File: src/rtl/lsu_pkg.sv
// Shared types and helpers for the load/store unit memory master.
// Latency: n/a (types, constants and pure functions only).
// Backpressure: n/a.
//
// Contents: size encoding, FSM state encoding, WORD_BYTES, and helpers that
// turn (size, byte offset) into a byte count, an 8-lane mask spanning two
// consecutive words, and a word-boundary-crossing flag.
package lsu_pkg;

  localparam int WORD_BYTES = 4;

  typedef enum logic [1:0] {
    SZ_B   = 2'd0,
    SZ_H   = 2'd1,
    SZ_W   = 2'd2,
    SZ_BAD = 2'd3
  } size_e;

  typedef enum logic [2:0] {
    IDLE = 3'd0,
    RD0  = 3'd1,
    RD1  = 3'd2,
    WR0  = 3'd3,
    WR1  = 3'd4,
    RESP = 3'd5
  } state_e;

  // Number of bytes touched by an access; 0 for the illegal encoding.
  function automatic logic [2:0] size_bytes(size_e size);
    case (size)
      SZ_B:    return 3'd1;
      SZ_H:    return 3'd2;
      SZ_W:    return 3'd4;
      default: return 3'd0;
    endcase
  endfunction

  // Bit i set => byte lane i of {word1, word0} is written by the access.
  function automatic logic [7:0] lane_mask(size_e size, logic [1:0] off);
    logic [7:0] base;
    case (size)
      SZ_B:    base = 8'h01;
      SZ_H:    base = 8'h03;
      SZ_W:    base = 8'h0F;
      default: base = 8'h00;
    endcase
    return base << off;
  endfunction

  // The access spills into the next word when off + n exceeds one word.
  function automatic logic is_cross(size_e size, logic [1:0] off);
    return ({2'b00, off} + {1'b0, size_bytes(size)}) > 4'(WORD_BYTES);
  endfunction

endpackage

File: src/rtl/lsu_align.sv
// Byte-lane alignment datapath: store merge into two read-back words, load extract/extend.
// Latency: purely combinational, zero cycles.
// Backpressure: none; outputs follow inputs.
//
// Ports:
//   buf0, buf1   : words read back from w0 / w1 (buf1 only meaningful for crossing accesses)
//   wdata        : right-justified store data
//   off, size    : byte offset within w0 and access size
//   is_unsigned  : zero-extend sub-word loads
//   new0, new1   : merged words to write back at w0 / w1
//   rdata        : extracted and extended load result
module lsu_align
  import lsu_pkg::*;
#(
  parameter int XLEN = 32
) (
  input  logic [XLEN-1:0] buf0,
  input  logic [XLEN-1:0] buf1,
  input  logic [XLEN-1:0] wdata,
  input  logic [1:0]      off,
  input  size_e           size,
  input  logic            is_unsigned,
  output logic [XLEN-1:0] new0,
  output logic [XLEN-1:0] new1,
  output logic [XLEN-1:0] rdata
);

  logic [2*XLEN-1:0] old_w;
  logic [2*XLEN-1:0] wr_w;
  logic [2*XLEN-1:0] mrg_w;
  logic [XLEN-1:0]   rd_w;
  logic [7:0]        mask;
  logic [4:0]        shamt;

  always_comb begin
    shamt = {off, 3'b000};
    old_w = {buf1, buf0};
    // Store data is moved up to its byte offset; lanes outside the mask keep
    // whatever the SRAM returned, since the SRAM always writes all four lanes.
    wr_w  = {{XLEN{1'b0}}, wdata} << shamt;
    mask  = lane_mask(size, off);
    mrg_w = old_w;
    for (int i = 0; i < 2 * WORD_BYTES; i++) begin
      if (mask[i]) begin
        mrg_w[8*i +: 8] = wr_w[8*i +: 8];
      end
    end
    new0 = mrg_w[XLEN-1:0];
    new1 = mrg_w[2*XLEN-1:XLEN];

    rd_w = XLEN'(old_w >> shamt);
    case (size)
      SZ_B:    rdata = {{(XLEN-8){~is_unsigned & rd_w[7]}}, rd_w[7:0]};
      SZ_H:    rdata = {{(XLEN-16){~is_unsigned & rd_w[15]}}, rd_w[15:0]};
      default: rdata = rd_w;
    endcase
  end

endmodule

File: src/rtl/lsu_mem_master.sv
// Load/store initiator for a word-wide SRAM: sub-word stores via read-modify-write, optional split of crossing accesses.
// Latency: rsp 1 cycle after accept (error), 2 (aligned load / full word store), 3 (crossing load, partial store), up to 5.
// Backpressure: req_ready only in IDLE, one request in flight; response is a pulse with no backpressure.
//
// Ports:
//   clk, reset        : rising-edge clock, asynchronous active-high reset
//   req_*             : one request, latched when req_valid && req_ready
//   rsp_valid/rdata/err : registered one-cycle response
//   mem_*             : registered SRAM strobes; mem_data_out is read combinationally
// Build option: define LSU_MISALIGN_SPLIT_EN to split word-crossing accesses into
// two word accesses; otherwise crossing requests return rsp_err with no memory access.
module lsu_mem_master
  import lsu_pkg::*;
#(
  parameter int ADDR_W = 32,
  parameter int XLEN   = 32
) (
  input  logic              clk,
  input  logic              reset,
  input  logic              req_valid,
  output logic              req_ready,
  input  logic              req_we,
  input  logic [1:0]        req_size,
  input  logic              req_unsigned,
  input  logic [ADDR_W-1:0] req_addr,
  input  logic [XLEN-1:0]   req_wdata,
  output logic              rsp_valid,
  output logic [XLEN-1:0]   rsp_rdata,
  output logic              rsp_err,
  output logic [ADDR_W-1:0] mem_address,
  output logic [XLEN-1:0]   mem_data_in,
  output logic              mem_read,
  output logic              mem_write,
  input  logic [XLEN-1:0]   mem_data_out
);

  state_e            state, state_nxt;

  logic              lat_we, lat_uns;
  size_e             lat_size;
  logic [ADDR_W-1:0] lat_addr;
  logic [XLEN-1:0]   lat_wdata;
  logic [XLEN-1:0]   buf0, buf1;

  logic              cur_we, cur_uns;
  size_e             cur_size;
  logic [ADDR_W-1:0] cur_addr;
  logic [XLEN-1:0]   cur_wdata;
  logic [1:0]        cur_off;
  logic              cur_cross, split_cross, bad_now, accept;
  logic [ADDR_W-1:0] w0, w1;

  logic [XLEN-1:0]   buf0_d, buf1_d, new0, new1, ld_data;

  logic              mem_read_d, mem_write_d, rsp_valid_d, rsp_err_d;
  logic [ADDR_W-1:0] mem_address_d;
  logic [XLEN-1:0]   mem_data_in_d, rsp_rdata_d;

  assign req_ready = (state == IDLE);
  assign accept    = req_valid && req_ready;

  // Outputs are registered from the next state, so on the accepting edge the
  // datapath must already see the incoming request rather than the latch.
  assign cur_we    = (state == IDLE) ? req_we            : lat_we;
  assign cur_uns   = (state == IDLE) ? req_unsigned      : lat_uns;
  assign cur_size  = (state == IDLE) ? size_e'(req_size) : lat_size;
  assign cur_addr  = (state == IDLE) ? req_addr          : lat_addr;
  assign cur_wdata = (state == IDLE) ? req_wdata         : lat_wdata;

  assign cur_off   = cur_addr[1:0];
  assign cur_cross = is_cross(cur_size, cur_off);
  assign w0        = {cur_addr[ADDR_W-1:2], 2'b00};
  assign w1        = w0 + ADDR_W'(WORD_BYTES);   // wraps at the top of the address space

`ifdef LSU_MISALIGN_SPLIT_EN
  assign split_cross = cur_cross;
  assign bad_now     = (cur_size == SZ_BAD);
`else
  assign split_cross = 1'b0;
  assign bad_now     = (cur_size == SZ_BAD) || cur_cross;
`endif

  // Read data becomes visible in the same cycle as the address, so the word
  // being read this cycle is forwarded straight into the merge/extract path.
  assign buf0_d = (state == RD0) ? mem_data_out : buf0;
  assign buf1_d = (state == RD1) ? mem_data_out : buf1;

  lsu_align #(.XLEN(XLEN)) u_align (
    .buf0        (buf0_d),
    .buf1        (buf1_d),
    .wdata       (cur_wdata),
    .off         (cur_off),
    .size        (cur_size),
    .is_unsigned (cur_uns),
    .new0        (new0),
    .new1        (new1),
    .rdata       (ld_data)
  );

  always_comb begin
    state_nxt = state;
    case (state)
      IDLE: begin
        if (req_valid) begin
          if (bad_now)                                      state_nxt = RESP;
          else if (!cur_we)                                 state_nxt = RD0;
          // A full aligned word replaces every lane, so no read-back is needed.
          else if (cur_size == SZ_W && cur_off == 2'd0)     state_nxt = WR0;
          else                                              state_nxt = RD0;
        end
      end
      RD0:     state_nxt = split_cross ? RD1 : (cur_we ? WR0 : RESP);
      RD1:     state_nxt = cur_we ? WR0 : RESP;
      WR0:     state_nxt = split_cross ? WR1 : RESP;
      WR1:     state_nxt = RESP;
      RESP:    state_nxt = IDLE;
      default: state_nxt = IDLE;
    endcase
  end

  always_comb begin
    mem_read_d    = 1'b0;
    mem_write_d   = 1'b0;
    mem_address_d = '0;
    mem_data_in_d = '0;
    rsp_valid_d   = (state_nxt == RESP);
    rsp_err_d     = accept && bad_now;
    rsp_rdata_d   = '0;
    case (state_nxt)
      RD0: begin
        mem_read_d    = 1'b1;
        mem_address_d = w0;
      end
      RD1: begin
        mem_read_d    = 1'b1;
        mem_address_d = w1;
      end
      WR0: begin
        mem_write_d   = 1'b1;
        mem_address_d = w0;
        mem_data_in_d = new0;
      end
      WR1: begin
        mem_write_d   = 1'b1;
        mem_address_d = w1;
        mem_data_in_d = new1;
      end
      RESP: begin
        // Only loads that actually went to memory return data.
        if (state != IDLE && !cur_we) rsp_rdata_d = ld_data;
      end
      default: ;
    endcase
  end

  always_ff @(posedge clk or posedge reset) begin
    if (reset) begin
      state       <= IDLE;
      lat_we      <= 1'b0;
      lat_uns     <= 1'b0;
      lat_size    <= SZ_B;
      lat_addr    <= '0;
      lat_wdata   <= '0;
      buf0        <= '0;
      buf1        <= '0;
      mem_read    <= 1'b0;
      mem_write   <= 1'b0;
      mem_address <= '0;
      mem_data_in <= '0;
      rsp_valid   <= 1'b0;
      rsp_err     <= 1'b0;
      rsp_rdata   <= '0;
    end else begin
      state <= state_nxt;
      if (accept) begin
        lat_we    <= req_we;
        lat_uns   <= req_unsigned;
        lat_size  <= size_e'(req_size);
        lat_addr  <= req_addr;
        lat_wdata <= req_wdata;
      end
      buf0        <= buf0_d;
      buf1        <= buf1_d;
      mem_read    <= mem_read_d;
      mem_write   <= mem_write_d;
      mem_address <= mem_address_d;
      mem_data_in <= mem_data_in_d;
      rsp_valid   <= rsp_valid_d;
      rsp_err     <= rsp_err_d;
      rsp_rdata   <= rsp_rdata_d;
    end
  end

endmodule

File: config.mk
export PLATFORM = sky130hd
export DESIGN_NAME = lsu_mem_master
export DESIGN_NICKNAME = d
export VERILOG_FILES = /design/src/rtl/lsu_pkg.sv /design/src/rtl/lsu_align.sv /design/src/rtl/lsu_mem_master.sv
export SDC_FILE = /design/constraint.sdc
export NUM_CORES = 1
export LEC_CHECK = 0
export ABC_CLOCK_PERIOD_IN_PS = 8800
export CORE_ASPECT_RATIO = 1.25
export CORE_MARGIN = 3
export CORE_UTILIZATION = 45
export CTS_CLUSTER_SIZE = 8
export DETAILED_ROUTE_END_ITERATION = 8
export PLACE_DENSITY = 0.77
export SYNTH_ARGS = -nofsm -noshare
export SYNTH_HDL_FRONTEND = slang
export SYNTH_SLANG_ARGS = --single-unit
File: constraint.sdc
create_clock -name clk -period 8.8 [get_ports clk]
set_clock_uncertainty 0.05 [all_clocks]
set_input_delay 1.76 -clock clk [delete_from_list [all_inputs] [get_ports clk]]
set_output_delay 1.76 -clock clk [all_outputs]
set_load 0.05 [all_outputs]
==> results of run 1 <==
-- Yosys cell counts, types with 7 or more instances --
cell type / instances
dfrtp_1: 225
nand2_1: 214
mux2i_1: 79
a21oi_1: 69
nor2_1: 66
a211oi_1: 56
clkbuf_1: 51
nor3_1: 29
buf_2: 28
nor2b_1: 26
o21ai_0: 26
inv_1: 25
mux2_2: 25
a21o_1: 17
nor4bb_1: 17
a221oi_1: 16
mux4_2: 16
or3_1: 9
a221o_1: 8
a311oi_1: 8
o211a_1: 8
ha_1: 7
o211ai_1: 7
-- where the power goes --
group          switching (mW)  total [mW]  internal (mW)
Sequential              0.203        1.69           1.49
Clock                   0.447        1.15          0.704
Combinational            2.43        3.75           1.32
-- sequential cells by signal, summed over array words and instances (netlist names), 2 cells and up --
signal	cells
buf0	32
buf1	24
lat_addr	32
lat_size	2
lat_wdata	32
mem_address	30
mem_data_in	32
rsp_rdata	32
state	3
-- stage by stage --
step	setup slack [ps]	area, um2
final	2730	14200
after global routing	2490	14200
after CTS	2800	14200
after detailed placement	2290	13300
after global placement	2430	13300
after floorplan	827	11100
-- layout make-up --
cell class	instances	share of cell area, %
multi-input cells	742	34.9
clock inverters	3	0.291
repair buffers	221	15.3
inverters	27	0.768
clock buffers	36	6.21
well taps	325	2.87
flip-flops and latches	225	39.7
-- layer usage --
layer | wire length [um] | global-route usage [%]
met1 | 12500 | 30.8
met2 | 15700 | 39.1
met3 | 2210 | 4.54
met4 | 1540 | 10.6
met5 | 0 | 0
-- kinds of logic after synthesis --
kind of cell,Yosys count,synth area share (%)
AO/OA/AOI/OAI,236,14.9
XOR/XNOR,1,0.0792
adder cells (fa/ha/maj),9,1.06
buffers and inverters,118,4.63
flip-flops,225,50.9
multiplexers,122,13.2
other,1,0.0339
AND/OR/NAND/NOR,372,15.2
-- path summary, 6_finish.rpt --
path / startpoint / endpoint / slack (ps) / cells past startpoint
min in group asynchronous: reset / lat_wdata[22] / 1710 / 2
max in group asynchronous: reset / buf0[25] / 5630 / 3
worst min register to register: lat_wdata[25] / lat_wdata[25] / 410 / 2
worst max-delay path: req_addr[0] / mem_data_in[1] / 2730 / 14
worst max register to register: state[0] / mem_data_in[1] / 3720 / 13
worst min-delay path: lat_wdata[25] / lat_wdata[25] / 410 / 2
-- worst max-delay path: cells and delay by family --
family | cells | cell delay [ps]
buffers and inverters | 5 | 2030
adder cells (fa/ha/maj) | 2 | 750
AND/OR/NAND/NOR | 4 | 1090
AO/OA/AOI/OAI | 3 | 670
-- cell usage in the layout (no fill, tap or decap), drive strengths merged, types with 2 or more instances in the layout --
master / count
dfrtp: 225
a21oi: 70
o31ai: 2
a211o: 2
nor4bb: 17
buf: 20
o21ai: 28
mux2i: 79
o31a: 3
o22ai: 2
or2: 2
nand2: 214
nand2b: 2
o211ai: 7
ha: 7
conb: 2
clkdlybuf4s50: 201
a211oi: 56
nor2: 66
nor3: 29
or3b: 2
a221o: 8
a221oi: 17
mux2: 27
a311oi: 8
mux4: 16
a21o: 17
or3: 9
o211a: 8
clkinv: 3
inv: 27
clkbuf: 36
nor2b: 26
==> results.yml, run 1 <==
cts:
  cts_tree: "done"
  cts.hold.buffers_added: 0
  cts_buffers: 34
  cts_setup_buffers: 0
  clock-sinks: 225
  htreeDepth: 2
  clock_path_buffers: 3
  post_cts_resized: 0
  clkLatencyLatePin_ps: 510
  cts-root-buf: "clkbuf_16"
  clk_pin_slew_ps: 50
global_routing:
  antenna_found_initial: 0
  overflow: 0
  grt_pass1_wl_um: 50800
  grt_max_degree: 100
  track_usage_pct: 23.8
  grt_pass1_vias: 9167
floorplanning:
  placeableCoreArea_um2: 24000
  placementRows: 63
  initial_core_util_pct: 46.1
  die-width_um: 146
  ios: 204
  die_h_um: 181
  dieArea_um2: 26500
timing:
  finalCritPeriodShare_pct: 68.9
  rsz0062_at_grt: "no"
  worst_pin_slew_ps: 1180
  period_needed_ps: 6070
  maxSlewHeadroom_pct: 21.4
  hold_viol_final: 0
  setup_viol: 0
  max_freq_ghz: 0.165
  slew_violations: 0
  fin_hold_ws_ps: 413
  setup_tns_ps: 0
yosys:
  synth_area_um2: 11100
  synth_top_area_share_pct: 50.9
  yosysSeqAreaShare_pct: 50.9
  postSynthAreaPerCell_um2: 10.2
  yosysWarnings: 0
  synth_edf_count: 0
  synth_cells: 1084
  synth_ff_type: "dfrtp_1"
  ys_async_sr_fraction_pct: 100
  ys_top_cells_by_area: "dfrtp_1 (51%), nand2_1 (7.3%), mux2i_1 (7.2%)"
  synth.distinct_cells: 56
  synth_top_area_cell: "dfrtp_1"
  ys_ff_latch: 225
critical_path:
  max_stage_delay_ps: 600
  critPathSlowestCell: "inv_2"
  required_ps: 9130
  timing.critical_path.mode_cell: "buf_4"
  cp_cell_sequence: "clkdlybuf4s50_1 > buf_4 > nor4b_2 > nor2_2 > buf_4 > inv_2 > ha_1 > fa_1 > or2_2 > a31o_2 > nor2_1 > a31oi_2 > buf_4 > a311oi_1"
  crit_type: "input pin to register"
  cp-start-kind: "input pin"
  crit_fanout: 38
  cp.arrival_ps: 6400
  worstSetupEndpointType: "register"
layout:
  fillCellCount: 1998
  drive_gt1_share_pct: 9.49
  final_nets: 1362
  multi_input_area_um2: 4940
  final_cell_count_no_fill: 1579
  diodes: 0
  syn2layout_area_growth_pct: 28.2
  finalCoreUtilization_pct: 59.1
  final-seq-area_um2: 5630
power:
  vdd_drop_max_mv: 0.214
  p_leak_nw: 6.48
  p_per_area_nw_per_um2: 465
  power_mw: 6.59
placement:
  io_buffer_count: 201
  dpl.hpwl_um: 21600
  gp_congestion: 0.898
  dp.cells: 1540
run_status:
  outcome: "finished clean"
drt:
  num_vias: 9009
  drt-total-wl_um: 31900
  ant_nets: 0
  drtIter0Drc: 820
  drt_first_pass_iters: 5
  vias_per_cell: 5.71
  avgRoutedWirePerCell_um: 20.2
  drc: 0
hold_path:
  min_path_type: "register to register"
flow_run:
  drv_cap: 0
No activity file was read; power rests on OpenSTA's default activity.
==> run 2: changes to the inputs <==
Settings changed: ABC_CLOCK_PERIOD_IN_PS 8800 to 4900, PLACE_DENSITY 0.77 to 0.8.
Clock period 8.8 ns to 4.9 ns, I/O delays scaled along.
==> run 2 against run 1 <==
  * Worst setup slack got worse by 1800 ps
  * First-iteration DRC count fell by 2.2%
  * Global-route usage is 0.10 points lower
  * Clock-buffer cell count stayed put
  * Sequential power grew 80%
  * Critical path depth decreased by 11
  * Final cell count up 0.38%
  * Sequential cell count is the same
  * Wire length hardly changed
  * Combinational power increased by 79%
  * Highest routed layer unchanged
==> results.yml, run 2 (synthesized netlist as in run 1, its figures left out) <==
cts:
  cts_buffers: 34
  clock_path_buffers: 3
  cts.hold.buffers_added: 0
  post_cts_resized: 0
  cts_tree: "done"
  clock-sinks: 225
  htreeDepth: 2
  cts_setup_buffers: 0
  clk_pin_slew_ps: 50
  clkLatencyLatePin_ps: 500
  cts-root-buf: "clkbuf_16"
layout:
  final_nets: 1368
  final_cell_count_no_fill: 1585
  final_cell_mix: "dfrtp_1 (225), nand2_1 (213), clkdlybuf4s50_1 (201)"
  syn2layout_area_growth_pct: 28.6
  final_common_cell: "dfrtp_1"
  drive_gt1_share_pct: 9.85
  final_area_um2: 14200
  fillCellCount: 2039
timing:
  maxSlewHeadroom_pct: 29.9
  worst_pin_slew_ps: 1050
  setup_tns_ps: 0
  slew_violations: 0
  fin_hold_ws_ps: 413
  hold_viol_final: 0
  finalCritPeriodShare_pct: 81.1
  setup_viol: 0
  max_freq_ghz: 0.252
  rsz0062_at_grt: "no"
  period_needed_ps: 3970
floorplanning:
  die-width_um: 146
  placeableCoreArea_um2: 24000
  die_h_um: 181
  ios: 204
  placementRows: 63
  dieArea_um2: 26500
  initial_core_util_pct: 46.1
placement:
  io_buffer_count: 201
  gp_congestion: 0.892
  dp.cells: 1546
  postPlaceCellArea_um2: 13300
  dpl.hpwl_um: 22300
drt:
  drt-total-wl_um: 31900
  vias_per_cell: 5.70
  ant_nets: 0
  drc: 0
  drtIter0Drc: 802
  avgRoutedWirePerCell_um: 20.1
  num_vias: 9040
  drt_first_pass_iters: 5
critical_path:
  cp.arrival_ps: 2940
  r2r_cells: 11
  cp-start-kind: "register"
  worstSetupEndpointType: "primary output"
  r2r_slack_ps: 990
  required_ps: 3870
  reg2reg_from: "state[0]"
  regToRegEndpoint: "mem_data_in[7]"
  crit_fanout: 38
  crit_type: "register to primary output"
power:
  p_switching_mw: 5.47
  vdd_drop_max_mv: 0.448
  power_frac_comb_pct: 57.1
  p_per_area_nw_per_um2: 830
  power_mw: 11.8
  swShare_pct: 46.4
  pwr-share-clk_pct: 17.1
  pwr-share-seq_pct: 25.8
  p_int_mw: 6.32
  p_leak_nw: 6.51
global_routing:
  overflow: 0
  track_usage_pct: 23.7
  grt_pass1_wl_um: 50400
  grt_pass1_vias: 9088
  grt_max_degree: 68
  antenna_found_initial: 1
flow_run:
  drv_cap: 0
hold_path:
  min_path_type: "register to register"
  whs_path_depth: 2
  hold_end: "lat_wdata[31]"
  holdCritStartpoint: "lat_wdata[31]"
run_status:
  outcome: "finished clean"
-- run 2: cell count changes in the layout (fill, tap and decap cells not counted), sizes merged --
cell	previous run	this run
clkinvlp	0	1
clkinv	3	1
buf	20	26
diode	0	1
-- run 2: routing by layer --
layer,share of wire [%],GRT usage [%],routed length (um),vias up
met5,0,0,0,-
met1,39,30.5,12500,4412
met2,49,38.8,15600,406
met3,7.6,4.72,2410,73
li1,-,-,-,4149
met4,4.3,10.8,1370,0
-- run 2: power by group through the flow --
| stage | sequential [mW] | clock [mW] | combinational, mW |
|---|---|---|---|
| 2_1_floorplan | 3.97 | 0 | 3.85 |
| 3_3_place_gp | 3.05 | 0 | 6.54 |
| 3_5_place_dp | 3.07 | 0 | 6.65 |
| 4_1_cts | 3.05 | 2.05 | 6.69 |
| 5_1_grt | 3.13 | 2.12 | 7.23 |
| 6_report | 3.05 | 2.02 | 6.73 |
-- run 2: cell type report --
cell class                      count  area, um2  area share [%]
Antenna cell                        1       2.50          0.0176
Clock buffer                       36        880            6.19
Clock inverter                      2       17.5           0.123
Inverter                           27        105           0.739
Multi-Input combinational cell    742       4940            34.8
Sequential cell                   225       5630            39.6
Tap cell                          325        407            2.86
Timing Repair Buffer              227       2230            15.7
-- run 2: worst max-delay path by stage --
stage                     cells past startpoint             end         from
after CTS                                     3       req_ready     state[0]
after global routing                         11  mem_data_in[4]     state[0]
after detailed placement                     11  mem_data_in[4]  req_size[0]
after global placement                       11  mem_data_in[0]  req_size[0]
final                                         3       req_ready     state[0]
after floorplan                              13  mem_data_in[6]     state[1]
-- run 2: critical path, stage by stage (launching register included) --
cell	delay, ps
dfrtp_1	390
nor3_2	510
buf_4	610
clkdlybuf4s50_1	920
-- run 2: stage by stage --
step                      utilization [%]  setup slack (ps)
after detailed placement             55.6               612
final                                59.3               928
after floorplan                         -               631
after CTS                            59.3               899
after global routing                 59.3               779
after global placement               55.6               780
==> run 3: changes to the inputs <==
Settings changed: ABC_CLOCK_PERIOD_IN_PS 4900 to 3400.
Clock period 4.9 ns to 3.4 ns, I/O delays scaled along.
==> run 3 against run 2 <==
  * Critical path type is now register to register
  * Via count is 3.0% higher
  * Hold slack better by 1.8 ps
  * Clock-buffer cell count stayed put
  * Die area stayed put
  * Final cell count is 1.6% higher
  * Register-to-register slack worse by 880 ps
  * First-iteration DRC count is 13% higher
==> results.yml, run 3 (synthesized netlist as in run 1, its figures left out) <==
layout:
  fillCellCount: 1905
  final_common_cell: "dfrtp_1"
  final_nets: 1393
  syn2layout_area_growth_pct: 32.5
  final_cell_count_no_fill: 1610
  finalCoreUtilization_pct: 61.1
  final_cell_mix: "dfrtp_1 (225), nand2_1 (213), clkdlybuf4s50_1 (199)"
  drive_gt1_share_pct: 12.8
  diodes: 0
hold_path:
  hold_end: "lat_wdata[27]"
  min_path_type: "register to register"
  holdCritStartpoint: "lat_wdata[27]"
  whs_path_depth: 2
timing:
  setup_viol: 0
  hold_viol_final: 0
  max_freq_ghz: 0.304
  fin_hold_ws_ps: 415
  finalCritPeriodShare_pct: 96.9
  worst_pin_slew_ps: 737
  slew_violations: 0
  setup_slack_ps: 106
  maxSlewHeadroom_pct: 50.8
  period_needed_ps: 3290
global_routing:
  grt_pass1_vias: 9365
  grt_pass1_wl_um: 51700
  met2_usage_pct: 41.5
  grt_max_degree: 61
  track_usage_pct: 24.1
  grt_busiest_layer: "met2"
  overflow: 0
  use_met3_pct: 4.87
  antenna_found_initial: 0
  grt_use_met1_pct: 30.3
drt:
  drc: 0
  avgRoutedWirePerCell_um: 20.2
  num_vias: 9309
  ant_nets: 0
  drt_first_pass_iters: 7
  drtIter0Drc: 905
  drt-total-wl_um: 32600
  vias_per_cell: 5.78
power:
  p_leak_nw: 6.70
  power_mw: 17.7
  p_per_area_nw_per_um2: 1210
  vdd_drop_max_mv: 0.715
placement:
  dpl.hpwl_um: 22500
  dp.cells: 1567
  io_buffer_count: 201
  pre_cts_ws_ps: -295
  gp_congestion: 0.901
cts:
  cts.hold.buffers_added: 0
  clock_path_buffers: 3
  clk_pin_slew_ps: 50
  clkLatencyLatePin_ps: 510
  clock-sinks: 225
  cts-root-buf: "clkbuf_16"
  cts_tree: "done"
  cts_buffers: 34
  htreeDepth: 2
critical_path:
  r2r_cells: 12
  cp.arrival_ps: 3640
  crit_fanout: 34
  reg2reg_from: "state[0]"
  worstSetupEndpointType: "register"
  crit_type: "register to register"
  cp-start-kind: "register"
  r2r_slack_ps: 110
  regToRegEndpoint: "mem_data_in[6]"
  required_ps: 3740
floorplanning:
  ios: 204
  placeableCoreArea_um2: 24000
  die_h_um: 181
  die-width_um: 146
  dieArea_um2: 26500
  placementRows: 63
  initial_core_util_pct: 46.1
flow_run:
  drv_cap: 0
run_status:
  outcome: "finished clean"
run 3: cell types whose count changed in the layout (fill, tap and decap cells not counted), moves of 2 or more:
cell and delta:
a311oi_2 +2, mux2i_1 -2, a211oi_1 -3, mux2i_4 +2
buf_12 +7, buf_4 +18, clkdlybuf4s50_1 -2, a311oi_1 -2
ha_4 +2, a211oi_2 +3, ha_1 -3
run 3: stage by stage:
stage | setup TNS (ps) | cell area, um2
finish | 0 | 14600
global placement | -6540 | 13600
global route | -97.0 | 14600
floorplan | -60300 | 11200
detailed placement | -12060 | 13600
CTS | 0 | 14600
run 3: worst max-delay path, cell delays in order, from the launching register on:
cell,delay (ps)
dfrtp_1,410
nor3_4,230
buf_12,150
mux2i_4,280
inv_1,100
ha_2,200
fa_1,480
or2_2,340
a31o_4,270
nor2_4,140
a31oi_4,100
buf_12,190
a311oi_1,220
run 3: routing by layer:
metal  up-vias  part of all wire, %
met5         -                    0
met4         0                  3.1
met3        71                  8.2
met2       445                   50
met1      4589                   38
li1       4204                    -
run 3: where the power goes:
part | leakage, nW | switching (mW) | internal, mW
clock | 0.451 | 1.14 | 1.82
combinational | 3.35 | 6.50 | 3.86
sequential | 2.90 | 0.562 | 3.85
run 3: worst max-delay path by stage:
stage / slack, ps / depth (start not counted) / start / endpoint
2_1_floorplan: -270 / 1 / reset / buf0[0]
3_3_place_gp: -210 / 11 / req_size[1] / mem_address[24]
3_5_place_dp: -300 / 11 / req_size[1] / mem_address[2]
4_1_cts: 20 / 12 / state[0] / mem_address[19]
5_1_grt: -20 / 12 / state[0] / mem_data_in[5]
6_report: 110 / 12 / state[0] / mem_data_in[6]
run 3: what timing repair did:
item                       in CTS  in global routing
buffers inserted                2                  2
gates resized for setup         0                  8
gates cloned                    0                  0
setup endpoints to repair      32                 39
pin swaps                       1                  0
run 3: layout make-up:
| class | instances | area, um2 | area share, % |
|---|---|---|---|
| sequential | 225 | 5630 | 38.4 |
| multi-input combinational | 742 | 5080 | 34.7 |
| timing repair buffer | 252 | 2500 | 17.1 |
| clock buffer | 36 | 880 | 6.00 |
| tap | 325 | 407 | 2.78 |
| inverter | 27 | 108 | 0.735 |
| clock inverter | 3 | 37.5 | 0.256 |
